`config.mk`:
```
export PLATFORM = sky130hd
export DESIGN_NAME = grill_star_actuator
export DESIGN_NICKNAME = d
export VERILOG_FILES = /design/src/rtl/grill_star_actuator.sv
export SDC_FILE = /design/constraint.sdc
export NUM_CORES = 1
export LEC_CHECK = 0
export ABC_AREA = 1
export BUFFER_PORTS_ARGS = -buffer_cell sky130_fd_sc_hd__buf_2
export CAP_MARGIN = 20
export CORE_MARGIN = 2
export CORE_UTILIZATION = 45
export DETAILED_ROUTE_END_ITERATION = 8
export PLACE_DENSITY = 0.72
export SYNTH_ARGS = -nofsm -noshare
export SYNTH_HDL_FRONTEND = slang
export SYNTH_SLANG_ARGS = --single-unit
```
`constraint.sdc`:
```
create_clock -name i_clk -period 2.9 [get_ports i_clk]
set_clock_uncertainty 0.1 [all_clocks]
set_input_delay 0.145 -clock i_clk [delete_from_list [all_inputs] [get_ports i_clk]]
set_output_delay 0.145 -clock i_clk [all_outputs]
set_load 0.005 [all_outputs]
```
`src/rtl/grill_star_actuator.sv`:
```
// Plant model for the grill/star motors: step counters with interlocks, position codes and fault flag.
// Latency: a step taken at edge N shows on the position outputs right after edge N; no backpressure, a command is sampled every clock.
module grill_star_actuator #(
  parameter int GRILL_TRAVEL = 8,
  parameter int STAR_TRAVEL  = 6,
  parameter int STEP_DIV     = 1
) (
  input  logic       i_clk,
  input  logic       i_rst,
  input  logic [3:0] i_motor_cmd,
  output logic [1:0] o_grill_pos,
  output logic [1:0] o_star_pos,
  output logic       o_grill_moving,
  output logic       o_star_moving,
  output logic       o_fault
);

  localparam int GW = $clog2(GRILL_TRAVEL + 1);
  localparam int SW = $clog2(STAR_TRAVEL + 1);
  localparam int PW = (STEP_DIV > 1) ? $clog2(STEP_DIV) : 1;
  localparam logic [GW-1:0] G_END  = GW'(GRILL_TRAVEL);
  localparam logic [SW-1:0] S_END  = SW'(STAR_TRAVEL);
  localparam logic [PW-1:0] P_LAST = PW'(STEP_DIV - 1);

  typedef enum logic [2:0] {HOME, MOVE_OUT, MOVE_IN, STOP_MID, AT_END} axis_st_e;

  logic [GW-1:0] grill_cnt, grill_nxt;
  logic [SW-1:0] star_cnt, star_nxt;
  logic [PW-1:0] presc;
  axis_st_e      grill_st, grill_st_nxt, star_st, star_st_nxt;
  logic          tick, grill_any, star_any, illegal;

  always_comb begin
    tick      = (presc == P_LAST);
    grill_any = i_motor_cmd[3] | i_motor_cmd[2];
    star_any  = i_motor_cmd[1] | i_motor_cmd[0];
    // Star only travels with the grill fully open; grill never travels with the star mid-way.
    illegal   = (i_motor_cmd[3] & i_motor_cmd[2]) | (i_motor_cmd[1] & i_motor_cmd[0])
              | (grill_any & star_any)
              | (star_any & (grill_cnt != G_END))
              | (grill_any & (star_cnt != '0) & (star_cnt != S_END));

    o_grill_moving = !illegal && ((i_motor_cmd[3] && grill_cnt != G_END) ||
                                  (i_motor_cmd[2] && grill_cnt != '0));
    o_star_moving  = !illegal && ((i_motor_cmd[1] && star_cnt != S_END) ||
                                  (i_motor_cmd[0] && star_cnt != '0));

    grill_nxt = grill_cnt;
    if (tick && o_grill_moving)
      grill_nxt = i_motor_cmd[3] ? grill_cnt + 1'b1 : grill_cnt - 1'b1;
    star_nxt = star_cnt;
    if (tick && o_star_moving)
      star_nxt = i_motor_cmd[1] ? star_cnt + 1'b1 : star_cnt - 1'b1;

    if (grill_nxt == '0)         grill_st_nxt = HOME;
    else if (grill_nxt == G_END) grill_st_nxt = AT_END;
    else if (o_grill_moving)     grill_st_nxt = i_motor_cmd[3] ? MOVE_OUT : MOVE_IN;
    else                         grill_st_nxt = STOP_MID;

    if (star_nxt == '0)          star_st_nxt = HOME;
    else if (star_nxt == S_END)  star_st_nxt = AT_END;
    else if (o_star_moving)      star_st_nxt = i_motor_cmd[1] ? MOVE_OUT : MOVE_IN;
    else                         star_st_nxt = STOP_MID;
  end

  always_ff @(posedge i_clk) begin
    if (i_rst) begin
      grill_cnt <= '0;
      star_cnt  <= '0;
      presc     <= '0;
      grill_st  <= HOME;
      star_st   <= HOME;
      o_fault   <= 1'b0;
    end else begin
      grill_cnt <= grill_nxt;
      star_cnt  <= star_nxt;
      presc     <= (presc == P_LAST) ? '0 : presc + 1'b1;
      grill_st  <= grill_st_nxt;
      star_st   <= star_st_nxt;
      o_fault   <= illegal;
    end
  end

  // State mirrors the counter end stops, so decoding it equals decoding the counters.
  always_comb begin
    o_grill_pos = (grill_st == HOME) ? 2'b00 : (grill_st == AT_END) ? 2'b01 : 2'b10;
    o_star_pos  = (star_st  == HOME) ? 2'b00 : (star_st  == AT_END) ? 2'b01 : 2'b10;
  end

endmodule

```
==> summary.txt, run 1 <==
Global route
  – Initial antenna violation count: 0
  – Busiest grt layer: met2
  – Met3 Use GR: ~2.1%
  – Global-route wire length before repair: between 2000 and 3000 µm
  – Largest net degree at the start of global routing: 11
  – M2 GR Usage: 24.5%
  – Vias in the first global route: 711
  – GRT overflow: 0
  – GRT Overall Usage: 15.7%
  – Met1 usage: 21.5%

Logic synthesis
  – Cell variety after synth: 24
  – Largest cells by area after synthesis: dfxtp_1, nand2_1, nor2_1, inv_1, xnor2_1
  – Post-synthesis compound-gate area fraction: 2.74%
  – Syn_nets: 140
  – Post-synthesis simple-gate area fraction: 41.3%
  – Post-synth top area cell: dfxtp_1
  – Top-area cell type share of the netlist area: between 30% and 40%
  – Post-synthesis mux area share: 0%
  – Synth warn: 0
  – Mapped Area: a little over 900 µm²
  – Synth Instances: 130
  – Xor and xnor fraction of the mapped netlist area: 5.75%
  – Register bit total from synthesis: 15
  – Post-Synth Adder-Cell Area: under 10%
  – Register area share after synthesis: roughly a third
  – Synth Area per Inst: about 7.0 µm²
  – Main combinational cell family by area after synthesis: simple AND/OR/NAND/NOR gates

Setup path
  – Worst EP arrival: about 1.6 ns
  – Setup crit start kind: register
  – R2R depth: 9
  – Critical path class: reg -> out
  – Cell Chain, Critical Path: nor3_2 -> o21ai_1 -> nand2_1 -> inv_1 -> buf_2
  – Slowest stage cell on the critical path: dfxtp_1
  – Critical Path Source: star_cnt[2]$_SDFF_PP0_
  – Crit. End Element: output pin
  – R2R Path Start: star_cnt[2]$_SDFF_PP0_
  – Largest stage delay, worst path: ~0.47 ns
  – Worst Path Required: 2.65 ns
  – Crit-path max FO: 6

Power and ir drop
  – Pleak: 0.530 nW
  – Peak supply drop: ~0.00021 V
  – Pwr dens: 386 nW/µm²

Flow run
  – Total of max-cap violations: 0

Route
  – Post-DRT Antenna Nets: 0
  – Total number of vias: roughly 770
  – Vias/cell: between 4 and 5
  – DRT iter0 DRCs: 27
  – Remaining DRCs: 0
  – First-pass DRT Iterations: 4
  – WL final: between 1500 and 2000 µm
  – Wirelength per Cell: about 9.7 µm

STA
  – Fmax: 550 MHz
  – Final period util: between 60 and 70%
  – Period minus WS final: 1.82 ns
  – RSZ-0062 raised after global routing: no
  – Final hold viol count: 0
  – Final setup fails: 0
  – Setup_tns: 0 ns
  – Slew Viols, Final: 0

Run status
  – Status: complete, no violations

Clocking
  – CTS HTree Levels: 1
  – Clock latency at the later pin of the worst-skew pair: between 0.2 and 0.3 ns
  – Sink Count: 15
  – Root Buffer: clkbuf_4
  – CTS tree: done
  – # hold bufs at CTS: 0
  – Worst-path clk slew: ~0.09 ns
  – Postcts setup bufs: 0
  – TritonCTS Buffers: 3
  – Clock Path Buffers: 2
  – Post-CTS sizing: 0

Worst hold path
  – Hold Crit Class: in -> reg
  – Min-delay src: i_rst
  – Hold Path Depth: 2

Placement
  – RePlAce Congestion: roughly 0.87
  – # port buffers: 12
  – Hpwl dp: roughly 1300 µm
  – Dpl cells: 167

Floorplanning
  – Core Box Area: between 1500 and 2000 µm²
  – Die Wd: a little under 50 µm
  – Site Rows: 16
  – Die extent in y: around 50 µm
  – IO Count: 13
  – Die Area: 2410 µm²
  – Initial Util: approximately 47%

Cells and area
  – Fillers: slightly above 200
  – Net count reported at finish: 155
  – Layout cell share with drive strength beyond 1: 18.8%
  – Area Overhead vs Synth: 11.5%
  – Inserted Diodes: 0
  – Non-filler instance count after layout: around 170
per-stage QoR:
step	setup slack (ns)	total power, mW	util (%)	area [µm²]	hold slack [ns]
finish	1.08	0.393	52.5	1020	0.0276
global route	0.894	0.412	52.5	1020	0.0378
CTS	1.10	0.397	52.5	1020	0.0248
detailed placement	1.15	0.277	51.2	993	0.332
global placement	1.18	0.276	51.2	993	0.334
floorplan	1.34	0.262	-	915	0.180
layout make-up:
| cell class | instances | area [µm²] | area share, % |
|---|---|---|---|
| inverter | 20 | 75.1 | 7.36 |
| multi-input combinational | 93 | 524 | 51.4 |
| tap | 27 | 33.8 | 3.31 |
| timing repair buffer | 12 | 60.1 | 5.89 |
| sequential | 15 | 300 | 29.4 |
| clock buffer | 4 | 26.3 | 2.58 |
placed cells by master (no fill, tap or decap):
master / Yosys / routed
a21oi_1: 3 / 3
buf_2: 0 / 12
clkbuf_1: 1 / 1
clkbuf_4: 0 / 3
conb_1: 1 / 1
dfxtp_1: 15 / 15
fa_1: 2 / 2
ha_1: 2 / 2
inv_1: 20 / 20
nand2_1: 32 / 32
nand2_2: 3 / 3
nand3_1: 5 / 5
nand3_2: 1 / 1
nand3_4: 1 / 1
nand4_1: 5 / 5
nor2_1: 22 / 22
nor2_2: 2 / 2
nor2_4: 1 / 1
nor2_8: 1 / 1
nor2b_1: 1 / 1
nor3_2: 1 / 1
o21ai_1: 2 / 2
or2_2: 2 / 2
xnor2_1: 5 / 5
xor2_1: 1 / 1
where the power goes:
group / switching, mW / internal [mW]
combinational: 0.0360 / 0.0217
clock: 0.0679 / 0.0534
sequential: 0.00286 / 0.211
total: 0.107 / 0.287
cell families (layout without fill, tap and decap cells):
family | Yosys count | count (layout)
buffers and inverters | 22 | 36
and+or+nand+nor | 77 | 77
adders and majority gates | 4 | 4
xor gates and xnor gates | 6 | 6
DFF | 15 | 15
other | 1 | 1
AOI/OAI and AO/OA | 5 | 5
layer usage:
layer | up-vias | wire, µm | part of all wire, %
li1 | 420 | - | -
met1 | 327 | 822 | 50
met2 | 14 | 724 | 44
met3 | 5 | 69 | 4.2
met4 | 0 | 36 | 2.2
met5 | - | 0 | 0
Yosys cell counts:
library cell  instances
a21oi_1               3
nor2b_1               1
o21ai_1               2
nand2_2               3
nand4_1               5
xnor2_1               5
nand3_2               1
buf_6                 1
dfxtp_1              15
xor2_1                1
ha_1                  2
nor2_1               22
nand3_4               1
nor3_2                1
inv_1                20
nor2_4                1
conb_1                1
clkbuf_1              1
nor2_2                2
fa_1                  2
nor2_8                1
nand3_1               5
nand2_1              32
or2_2                 2
critical path: cells and delay by family (launching register included):
kind | cells | cell delay, ns
compound gates | 1 | 0.39
buf+inv | 2 | 0.17
flops | 1 | 0.47
simple gates | 2 | 0.27
flip-flops by register name, indices dropped and copies added, names as in the netlist:
name and cells:
star_cnt 3, grill_cnt 4, o_fault 1, star_st 3, presc 1, grill_st 3
path summary, 6_finish.rpt:
path	to	slack [ns]
worst max-delay path	o_star_moving	1.08
worst min-delay path	grill_cnt[0]$_SDFF_PP0_	0.03
worst max register to register	star_st[1]$_SDFF_PP0_	1.13
worst min register to register	grill_cnt[1]$_SDFF_PP0_	0.46
Power figures use the tool's default switching activity.
==> run 2: changes to the inputs <==
- PLACE_DENSITY: 0.72 -> 0.75
- clock period: 2.9 -> 1.6 ns (I/O delays scaled with it)
==> run 2 against run 1 <==
Against the previous run:
- the run now ends with negative setup slack left
- global-route usage up 3.8 points
- die area unchanged
- flip-flop and latch count unchanged
- power up 99%
- hold slack better by 0.045 ns
- combinational power rose to 2.8 times the previous value
- wire length up 55%
- final cell count up 15%
- clock power up 92%
==> summary.txt, run 2 (synthesized netlist as in run 1, its figures left out) <==
Setup path
  – Worst EP arrival: 1.84 ns
  – Crit-path max FO: 6
  – Crit. End Element: register
  – Worst Path Required: ~1.7 ns
  – Critical path class: reg -> reg
  – Setup crit start kind: register

Power and ir drop
  – Switching share of total power: 30.0%
  – Pwr dens: between 500 and 600 nW/µm²
  – Peak supply drop: between 0.0004 and 0.0005 V
  – Total design power: 0.781 mW
  – Psw: 0.234 mW
  – Sequential share of power: between 40% and 50%
  – Clk pwr share: between 20% and 30%
  – Combinational share of power: 20.8%
  – Cell Int Power: approximately 0.55 mW
  – Pleak: roughly 0.71 nW

Route
  – Wirelength per Cell: between 10 and 15 µm
  – WL final: roughly 2600 µm
  – Remaining DRCs: 0
  – Total number of vias: roughly 960
  – Vias/cell: just under 5
  – First-pass DRT Iterations: 4
  – DRT iter0 DRCs: 41
  – Post-DRT Antenna Nets: 0

STA
  – Final worst slack: -0.142 ns
  – RSZ-0062 raised after global routing: yes
  – Final hold viol count: 0
  – Fmax: 574 MHz
  – Period minus WS final: approximately 1.7 ns
  – Setup_tns: -1.22 ns
  – Final period util: 109%
  – Slew Viols, Final: 0
  – Final setup fails: 13

Clocking
  – Worst-path clk slew: about 0.10 ns
  – CTS tree: done
  – Root Buffer: clkbuf_4
  – Clock latency at the later pin of the worst-skew pair: 0.30 ns
  – Sink Count: 15
  – CTS HTree Levels: 1
  – Clock Path Buffers: 2
  – TritonCTS Buffers: 3

Flow run
  – Total of max-cap violations: 0

Floorplanning
  – Site Rows: 16
  – Core Box Area: slightly below 2000 µm²
  – Die Area: approximately 2400 µm²
  – IO Count: 13
  – Die extent in y: 49.1 µm
  – Initial Util: between 40% and 50%
  – Die Wd: approximately 50 µm

Global route
  – GRT Overall Usage: about a fifth
  – GRT overflow: 0
  – Vias in the first global route: roughly 900
  – Largest net degree at the start of global routing: 10
  – Initial antenna violation count: 0
  – Global-route wire length before repair: 3660 µm

Cells and area
  – Net count reported at finish: between 150 and 200
  – Most frequent cells in the layout: buf_4, nand2_1, inv_1, nor2_1, buf_2
  – Layout Utilization: 70.9%
  – Fillers: 138
  – Area Overhead vs Synth: 50.6%
  – Commonest non-fill, non-tap cell in the layout: buf_4
  – Number of flip-flops under the largest register name: 4
  – Layout cell share with drive strength beyond 1: 52.4%
  – Cell area after layout: around 1400 µm²
  – Inserted Diodes: 0
  – Largest Register: grill_cnt

Placement
  – # port buffers: 12
  – Hpwl dp: ~1400 µm
  – Cell Area, Placed: between 1000 and 1500 µm²
  – RePlAce Congestion: 0.874

Run status
  – Status: complete, but fails checks
  – Failing checks: negative setup slack

Worst hold path
  – Hold Crit Class: in -> reg
## run 2: changes by cell type in the layout (fill, tap and decap cells not counted), moves of 4 or more
cell     delta
dfxtp_2     +5
nand3_1     -4
buf_4      +22
nand2_2     +8
nor2_1      -5
dfxtp_1     -7
nand2_1    -11
## run 2: power by group through the flow
stage | clock, mW | sequential (mW) | combinational, mW
final | 0.232 | 0.387 | 0.162
after global routing | 0.252 | 0.388 | 0.177
after CTS | 0.228 | 0.387 | 0.139
after detailed placement | 0 | 0.396 | 0.122
after global placement | 0 | 0.396 | 0.119
after floorplan | 0 | 0.396 | 0.0786
## run 2: stage by stage
step	hold WS [ns]	setup slack [ns]	cells
finish	0.0724	-0.142	197
global route	0.0996	-0.234	197
CTS	0.0700	-0.0631	192
detailed placement	0.270	-0.0932	182
global placement	0.256	-0.0300	182
floorplan	0.115	0.0436	130
## run 2: final timing paths
kind	start	cells past startpoint	slack, ns	endpoint
setup / recovery	grill_cnt[1]$_SDFF_PP0_	13	-0.14	star_st[0]$_SDFF_PP0_
hold / removal	i_motor_cmd[3]	4	0.07	grill_st[0]$_SDFF_PP0_
setup reg to reg	grill_cnt[1]$_SDFF_PP0_	13	-0.14	star_st[0]$_SDFF_PP0_
hold reg to reg	grill_cnt[3]$_SDFF_PP0_	3	0.56	grill_cnt[3]$_SDFF_PP0_
## run 2: layout make-up
class	instances	area [µm²]	share of cell area [%]
clock buffer	3	22.5	1.63
clock inverter	1	5.00	0.363
inverter	20	75.1	5.45
multi-input combinational	93	658	47.8
sequential	15	314	22.8
tap	27	33.8	2.45
timing repair buffer	38	269	19.5
## run 2: what timing repair did
action / 4_1_cts / 5_1_grt
resized for setup: 19 / 32
hold buffers: 1 / 0
setup endpoints to repair: 10 / 15
setup buffers: 5 / 5
pin swaps: 9 / 14
hold endpoints to repair: 7 / 0
cloned: 0 / 0
## run 2: critical path, cell delays in order (launching register included)
cell	delay (ns)
dfxtp_2	0.35
nor2_4	0.14
nand2_2	0.08
nand2_1	0.08
nand2_2	0.09
nor2_8	0.15
buf_6	0.12
nand3_4	0.08
nand2_2	0.11
nand2_2	0.08
inv_2	0.08
nand3_2	0.06
nand3_2	0.07
nor2_1	0.05
## run 2: metal layers
metal | part of all wire [%] | global-route usage, %
met5 | 0 | 0
met3 | 5.0 | 2.76
met4 | 2.5 | 11.9
met1 | 40 | 22.3
met2 | 52 | 34.2
==> run 3: changes to the inputs <==
- BUFFER_PORTS_ARGS: -buffer_cell sky130_fd_sc_hd__buf_2 -> default
- CORE_ASPECT_RATIO: default -> 0.8
- DONT_BUFFER_PORTS: default -> 1
- PLACE_DENSITY: 0.75 -> 0.69
==> run 3 against run 2 <==
Against the previous run:
- clock power is 3% lower
- critical endpoint is now star_st[2]$_SDFF_PP0_
- core utilization decreased by 5.7 points
- highest routed layer unchanged
- largest cell class unchanged
- the flow finishes with violations (negative hold slack, negative setup slack)
- flip-flop and latch count stayed put
- final cell count shrank 9.6%
- die area barely moved
- critical path type unchanged
- non-clock buffer count fell by 16
- setup slack better by 0.056 ns
- register-to-register slack gained 0.06 ns
- sequential power about the same
==> summary.txt, run 3 (synthesized netlist as in run 1, its figures left out) <==
Route
  – WL final: ~2000 µm
  – Remaining DRCs: 0
  – Total number of vias: ~850
  – First-pass DRT Iterations: 4
  – Wirelength per Cell: 11.1 µm
  – DRT iter0 DRCs: 18
  – Vias/cell: between 4 and 5
  – Post-DRT Antenna Nets: 0

Setup path
  – Delay-heaviest family, CP: simple AND/OR/NAND/NOR gates
  – Critical path class: reg -> reg
  – Cell repeated most along the worst path: buf_4
  – Worst Path Required: 1.73 ns
  – Cell Chain, Critical Path: nor3_4 -> nor2_4 -> nor2_8 -> buf_4 -> nand4_1 -> nand2_2 -> buf_4 -> buf_4 -> nand2_1 -> nor2_1
  – Worst EP arrival: roughly 1.8 ns
  – Crit. End Element: register
  – Crit-path max FO: 6
  – Setup crit start kind: register
  – Largest stage delay, worst path: approximately 0.38 ns
  – Worst path bufs/invs: 3
  – Slowest stage cell on the critical path: dfxtp_4

Clocking
  – Clock latency at the later pin of the worst-skew pair: 0.29 ns
  – Sink Count: 15
  – CTS tree: done
  – CTS HTree Levels: 1
  – TritonCTS Buffers: 3
  – Root Buffer: clkbuf_4
  – Clock Path Buffers: 2
  – Worst-path clk slew: around 0.1 ns

Run status
  – Failing checks: negative hold slack, negative setup slack
  – Status: complete, but fails checks

Cells and area
  – Layout cell share with drive strength beyond 1: about 42%
  – Largest Register: grill_cnt
  – Most frequent cells in the layout: nand2_1, nor2_1, buf_4, inv_1, nand2_2
  – Inserted Diodes: 0
  – Net count reported at finish: 165
  – Layout Utilization: about 65%
  – Commonest non-fill, non-tap cell in the layout: nand2_1
  – Area Overhead vs Synth: 34.9%
  – Number of flip-flops under the largest register name: 4

Global route
  – Vias in the first global route: 837
  – GRT Overall Usage: about a fifth
  – GRT overflow: 0
  – Largest net degree at the start of global routing: 10
  – Initial antenna violation count: 0
  – Global-route wire length before repair: between 3000 and 4000 µm

Floorplanning
  – Die Area: approximately 2400 µm²
  – Die Wd: between 50 and 60 µm
  – Initial Util: between 40 and 50%
  – IO Count: 13
  – Die extent in y: around 44 µm
  – Core Box Area: roughly 1900 µm²
  – Site Rows: 14

STA
  – Hold_ws: -0.261 ns
  – Period minus WS final: about 1.7 ns
  – RSZ-0062 raised after global routing: yes
  – Setup_tns: -0.361 ns
  – Final worst slack: -0.0857 ns
  – Final hold viol count: 14
  – Slew Viols, Final: 0
  – Final setup fails: 8
  – Final period util: 105%
  – Fmax: slightly below 600 MHz

Power and ir drop
  – Total design power: between 0.7 and 0.8 mW
  – Pwr dens: between 500 and 600 nW/µm²
  – Peak supply drop: roughly 0.0004 V
  – Pleak: approximately 0.62 nW

Placement
  – # port buffers: 0
  – Hpwl dp: roughly 1400 µm
  – RePlAce Congestion: roughly 0.8

Worst hold path
  – Hold Crit Class: in -> reg

Flow run
  – Total of max-cap violations: 0
## run 3: report_power, final
group	leakage, nW	total, mW	internal (mW)	switching, mW
Sequential	0.126	0.387	0.381	0.00580
Clock	0.0177	0.226	0.0929	0.133
Combinational	0.477	0.122	0.0558	0.0665
## run 3: path summary, 6_finish.rpt
kind / to / slack (ns) / cells past startpoint / from
hold / removal: grill_cnt[0]$_SDFF_PP0_ / -0.26 / 1 / i_rst
hold reg to reg: grill_cnt[1]$_SDFF_PP0_ / 0.52 / 3 / grill_cnt[1]$_SDFF_PP0_
setup / recovery: star_st[2]$_SDFF_PP0_ / -0.09 / 10 / star_cnt[0]$_SDFF_PP0_
setup reg to reg: star_st[2]$_SDFF_PP0_ / -0.09 / 10 / star_cnt[0]$_SDFF_PP0_
## run 3: final cells by class
type	count	area (µm²)
tap	24	30.0
timing repair buffer	22	178
multi-input combinational	93	609
clock buffer	3	22.5
sequential	15	314
clock inverter	1	5.00
fill	166	658
inverter	20	75.1
## run 3: routing by layer
layer / up-vias / global-route usage (%) / share of wire (%)
li1: 444 / - / -
met1: 377 / 25.5 / 49
met2: 26 / 30.8 / 43
met3: 4 / 2.70 / 5.1
met4: 0 / 7.00 / 2.0
met5: - / 0 / 0
## run 3: per-stage QoR
step	hold WS (ns)	cell area (µm²)	cells	worst slack, ns
finish	-0.261	1230	178	-0.0857
detailed placement	0.0559	1010	163	-0.132
CTS	-0.261	1150	174	-0.0482
global route	-0.282	1230	178	-0.198
global placement	0.0525	1010	163	-0.0892
floorplan	0.115	915	130	0.0436
## run 3: repair_timing
item,CTS,global route
setup buffers,7,2
hold endpoints to repair,14,14
gates resized for setup,22,17
pin swaps,9,10
endpoints found under the setup margin,10,15
